===== config.mk =====
export PLATFORM = sky130hd
export DESIGN_NAME = id_exe_reg
export DESIGN_NICKNAME = d
export VERILOG_FILES = /design/src/rtl/id_exe_reg.sv
export SDC_FILE = /design/constraint.sdc
export NUM_CORES = 1
export LEC_CHECK = 0
export CAP_MARGIN = 40
export CORE_ASPECT_RATIO = 0.75
export CORE_MARGIN = 5
export CORE_UTILIZATION = 40
export DETAILED_ROUTE_END_ITERATION = 6
export PLACE_DENSITY = 0.86
export SLEW_MARGIN = 20
export SYNTH_ARGS = -nofsm -noshare
export SYNTH_HDL_FRONTEND = slang
export SYNTH_SLANG_ARGS = --single-unit

===== constraint.sdc =====
create_clock -name CLK -period 7.7 [get_ports CLK]
set_input_delay 2.31 -clock CLK [delete_from_list [all_inputs] [get_ports CLK]]
set_output_delay 2.31 -clock CLK [all_outputs]
set_load 0.05 [all_outputs]

===== src/rtl/id_exe_reg.sv =====
// ID/EXE pipeline register: one instruction slot with freeze, flush and bubble handling.
// Optional event counters are compiled in when ID_EXE_STATS_EN is defined.
module id_exe_reg #(
  parameter int WORD_SIZE     = 32,
  parameter int REG_ADDR_SIZE = 4
) (
  input  logic                     CLK,
  input  logic                     RST,
  input  logic                     freeze,
  input  logic                     flush,
  input  logic                     valid_in,
  input  logic                     WB_EN_in,
  input  logic                     MEM_R_EN_in,
  input  logic                     MEM_W_EN_in,
  input  logic                     B_in,
  input  logic                     S_in,
  input  logic [3:0]               EXE_CMD_in,
  input  logic [WORD_SIZE-1:0]     PC_in,
  input  logic [WORD_SIZE-1:0]     Val_Rn_in,
  input  logic [WORD_SIZE-1:0]     Val_Rm_in,
  input  logic                     imm_in,
  input  logic [11:0]              Shift_operand_in,
  input  logic [23:0]              Signed_imm_24_in,
  input  logic [REG_ADDR_SIZE-1:0] Dest_in,
  input  logic [REG_ADDR_SIZE-1:0] src1_in,
  input  logic [REG_ADDR_SIZE-1:0] src2_in,
  input  logic                     C_in,
  output logic                     WB_EN_out,
  output logic                     MEM_R_EN_out,
  output logic                     MEM_W_EN_out,
  output logic                     B_out,
  output logic                     S_out,
  output logic [3:0]               EXE_CMD_out,
  output logic [WORD_SIZE-1:0]     PC_out,
  output logic [WORD_SIZE-1:0]     Val_Rn_out,
  output logic [WORD_SIZE-1:0]     Val_Rm_out,
  output logic                     imm_out,
  output logic [11:0]              Shift_operand_out,
  output logic [23:0]              Signed_imm_24_out,
  output logic [REG_ADDR_SIZE-1:0] Dest_out,
  output logic [REG_ADDR_SIZE-1:0] src1_out,
  output logic [REG_ADDR_SIZE-1:0] src2_out,
  output logic                     C_out,
  output logic                     valid_out
`ifdef ID_EXE_STATS_EN
  ,
  input  logic                     clear_stats,
  output logic [31:0]              bubble_count,
  output logic [31:0]              stall_count,
  output logic [15:0]              flush_count
`endif
);

  typedef struct packed {
    logic                     wb_en;
    logic                     mem_r_en;
    logic                     mem_w_en;
    logic                     b;
    logic                     s;
    logic [3:0]               exe_cmd;
    logic [WORD_SIZE-1:0]     pc;
    logic [WORD_SIZE-1:0]     val_rn;
    logic [WORD_SIZE-1:0]     val_rm;
    logic                     imm;
    logic [11:0]              shift_operand;
    logic [23:0]              signed_imm_24;
    logic [REG_ADDR_SIZE-1:0] dest;
    logic [REG_ADDR_SIZE-1:0] src1;
    logic [REG_ADDR_SIZE-1:0] src2;
    logic                     c;
  } slot_t;

  slot_t in_slot_s;
  slot_t slot_d, slot_q;
  logic  valid_d, valid_q;
  logic  bubble_s;

  assign in_slot_s = '{
    wb_en:         WB_EN_in,
    mem_r_en:      MEM_R_EN_in,
    mem_w_en:      MEM_W_EN_in,
    b:             B_in,
    s:             S_in,
    exe_cmd:       EXE_CMD_in,
    pc:            PC_in,
    val_rn:        Val_Rn_in,
    val_rm:        Val_Rm_in,
    imm:           imm_in,
    shift_operand: Shift_operand_in,
    signed_imm_24: Signed_imm_24_in,
    dest:          Dest_in,
    src1:          src1_in,
    src2:          src2_in,
    c:             C_in
  };

  // A killed or empty slot is fully zeroed so forwarding can never match a stale Dest.
  assign bubble_s = flush | ~valid_in;

  // Slot next-state: freeze holds, then bubble, then load.
  always_comb begin
    slot_d  = slot_q;
    valid_d = valid_q;
    if (freeze) begin
      slot_d  = slot_q;
      valid_d = valid_q;
    end else if (bubble_s) begin
      slot_d  = '0;
      valid_d = 1'b0;
    end else begin
      slot_d  = in_slot_s;
      valid_d = 1'b1;
    end
  end

  // Slot register.
  always_ff @(posedge CLK or posedge RST) begin
    if (RST) begin
      slot_q  <= '0;
      valid_q <= 1'b0;
    end else begin
      slot_q  <= slot_d;
      valid_q <= valid_d;
    end
  end

  assign WB_EN_out         = slot_q.wb_en;
  assign MEM_R_EN_out      = slot_q.mem_r_en;
  assign MEM_W_EN_out      = slot_q.mem_w_en;
  assign B_out             = slot_q.b;
  assign S_out             = slot_q.s;
  assign EXE_CMD_out       = slot_q.exe_cmd;
  assign PC_out            = slot_q.pc;
  assign Val_Rn_out        = slot_q.val_rn;
  assign Val_Rm_out        = slot_q.val_rm;
  assign imm_out           = slot_q.imm;
  assign Shift_operand_out = slot_q.shift_operand;
  assign Signed_imm_24_out = slot_q.signed_imm_24;
  assign Dest_out          = slot_q.dest;
  assign src1_out          = slot_q.src1;
  assign src2_out          = slot_q.src2;
  assign C_out             = slot_q.c;
  assign valid_out         = valid_q;

`ifdef ID_EXE_STATS_EN
  logic [31:0] bubble_cnt_d, bubble_cnt_q;
  logic [31:0] stall_cnt_d, stall_cnt_q;
  logic [15:0] flush_cnt_d, flush_cnt_q;

  // Counter next-state: clear wins, stalls counted only while frozen, events only when not.
  always_comb begin
    bubble_cnt_d = bubble_cnt_q;
    stall_cnt_d  = stall_cnt_q;
    flush_cnt_d  = flush_cnt_q;
    if (clear_stats) begin
      bubble_cnt_d = 32'd0;
      stall_cnt_d  = 32'd0;
      flush_cnt_d  = 16'd0;
    end else if (freeze) begin
      stall_cnt_d = stall_cnt_q + 32'd1;
    end else begin
      if (bubble_s) begin
        bubble_cnt_d = bubble_cnt_q + 32'd1;
      end else begin
        bubble_cnt_d = bubble_cnt_q;
      end
      if (flush) begin
        flush_cnt_d = flush_cnt_q + 16'd1;
      end else begin
        flush_cnt_d = flush_cnt_q;
      end
    end
  end

  // Counter registers.
  always_ff @(posedge CLK or posedge RST) begin
    if (RST) begin
      bubble_cnt_q <= 32'd0;
      stall_cnt_q  <= 32'd0;
      flush_cnt_q  <= 16'd0;
    end else begin
      bubble_cnt_q <= bubble_cnt_d;
      stall_cnt_q  <= stall_cnt_d;
      flush_cnt_q  <= flush_cnt_d;
    end
  end

  assign bubble_count = bubble_cnt_q;
  assign stall_count  = stall_cnt_q;
  assign flush_count  = flush_cnt_q;
`endif

endmodule


==> impl_metrics.toml <==
[worst_setup_path]
cp_cell_sequence = "clkdlybuf4s50_1 > nand2b_4 > buf_4 > o21ai_0"
cp_data_required_time_ns = 7.94
r2r_start = "Val_Rn_out[28]"
worst_setup_path_end_kind = "flip-flop"
r2r_end = "Val_Rn_out[28]"
rrSetupSlack_ns = 6.95
crit_end = "Val_Rn_out[28]"
critPathLaunchType = "input port"
max_stage_delay_ns = 0.68
cp_max_fo = 79
reg2regPathDepth = 2
crit_family = "buffers and inverters"
crit_start = "flush"
arrival_ns = 4.39
cp_num_buf_inv = 2
path_class = "in2reg"
cp.depth = 4
cp_slowest_cell = "buf_4"

[clock_tree]
cts_setup_buffers = 0
ctsRootBufferMaster = "clkbuf_16"
cts_inserted_buffers = 17
clock-sinks = 156
cts_max_level = 4
clk_latency_ns = 0.40
clk_pin_slew_worst_paths_ns = 0.06
cts_hold_buffers = 0
ctsResizeCount = 0
tritoncts = "yes"
clock_path_buffers = 2

[routing]
drc = 0
dr.pass1.iters = 4
vias = 5539
ant_nets = 0
wl_um = 18990
wl_per_cell_um = 15.97
vias_per_cell = 4.659
drt-initial-drc-count = 402

[timing]
worstMarginPinSlew_ns = 0.7671
period_share = 0.5389
finalSetupTns_ns = 0
rsz0062_at_grt = "no"
slew_viol_final = 0
setup_violations = 0
min_period_ns = 4.150
fmax_ghz = 0.2410
finalClockSkew_ns = 0
max_slew_margin = 0.4886
hold_violations = 0

[synthesis]
syn_inst = 676
syn_area_um2 = 6585
syn_nets = 836
synth_cell_types = 12
synth_warnings = 0
ys_ff_latch = 156
avgSynthCellArea_um2 = 9.741
synth-seq-area-share = 0.5928

[final_layout]
nNetsFinal = 1126
final_cell_mix = "clkdlybuf4s50_1, dfrtp_1, nand2_1"
area_growth_pct = 57.50
n_antenna_cell = 0
fin_area_um2 = 10370
drive_above_1_share = 0.04086
final_common_cell = "clkdlybuf4s50_1"

[power]
finalPower_mw = 2.199
leakage_nw = 4.335
vdd.ir_drop.worst_mv = 0.1332
power_density_nw_per_um2 = 212.0

[global_routing]
antenna_found_initial = 0
grt.total_usage = 0.1936
grt_pass1_vias = 5543
grt_max_degree = 129
grt_pass1_wl_um = 29240
grt_overflow = 0

[hold_path]
hold_depth = 2
worstHoldPathType = "reg2reg"

[floorplan]
start_util = 0.4099
core_um2 = 16070
ios = 316
num_rows = 40
fp.dieW_um = 158.2
die-area_um2 = 19150
die_h_um = 121.1

[place]
routabilityCongestion = 0.7702
placed_area_um2 = 9772
place_hpwl_um = 13470
io_buffers = 315

[status]
status = "complete, no violations"

[job]
drv_cap = 0
## sequential cells by signal, indices dropped and copies added, names as in the netlist, 4 cells and up
name and count:
PC_out 32, Val_Rm_out 32, Val_Rn_out 32, Signed_imm_24_out 24
Shift_operand_out 12, Dest_out 4, EXE_CMD_out 4, src1_out 4
src2_out 4
## worst min-delay path by stage
stage                          start                    end  slack, ns
2_1_floorplan         Val_Rm_out[13]         Val_Rm_out[13]       0.75
3_3_place_gp          Val_Rn_out[14]         Val_Rn_out[14]       0.46
3_5_place_dp              PC_out[20]             PC_out[20]       0.47
4_1_cts        Signed_imm_24_out[19]  Signed_imm_24_out[19]       0.49
5_1_grt               Val_Rm_out[10]         Val_Rm_out[10]       0.50
6_report                 Dest_out[0]            Dest_out[0]       0.48
## layout make-up
class	count	area (µm²)
Fill cell	1316	5694
Clock buffer	19	432.9
Tap cell	210	262.8
Timing Repair Buffer	322	3247
Multi-Input combinational cell	468	2350
Clock inverter	13	166.4
Sequential cell	156	3904
Inverter	1	8.758
## per-layer routing
layer,global-route usage,up-vias,part of all wire
met5,0,-,0
met4,0.05594,0,0.016
met3,0.09127,22,0.11
met2,0.3071,218,0.47
met1,0.2362,2556,0.40
li1,-,2743,-
## cells in the mapped netlist
cell / n / area, µm²
buf_4: 9 / 67.56
inv_1: 1 / 3.750
o21ai_0: 103 / 515.5
dfrtp_1: 156 / 3904
clkbuf_1: 15 / 56.30
clkbuf_2: 2 / 10.01
o21ai_1: 53 / 265.3
buf_6: 11 / 123.9
nand2b_4: 1 / 13.76
nand2b_1: 155 / 969.7
buf_2: 14 / 70.07
nand2_1: 156 / 585.6
## tightest hold or removal path, stage by stage (launching register included)
cell	delay [ns]
dfrtp_1	0.34
nand2_1	0.05
o21ai_0	0.06
## cell families (layout without fill, tap and decap cells)
kind of cell,Yosys count,in the layout,synth area share
buffers and inverters,52,355,0.05035
AND/OR/NAND/NOR,312,312,0.2383
flip-flops,156,156,0.5928
AO/OA/AOI/OAI,156,156,0.1186
## per-stage QoR
stage / setup WS (ns) / hold WS [ns] / instances / util
final: 3.550 / 0.4826 / 1189 / 0.6456
after global routing: 3.377 / 0.5037 / 1189 / 0.6456
after CTS: 3.515 / 0.4872 / 1189 / 0.6456
after detailed placement: 3.064 / 0.4720 / 1157 / 0.6083
after global placement: 3.174 / 0.4637 / 1155 / 0.6048
after floorplan: 1.183 / 0.7532 / 676 / -
## power breakdown
| group | switching, mW | internal [mW] |
|---|---|---|
| combinational | 0.273 | 0.186 |
| sequential | 0.0258 | 0.865 |
| clock | 0.336 | 0.513 |
(Power assumes the default switching activity.)
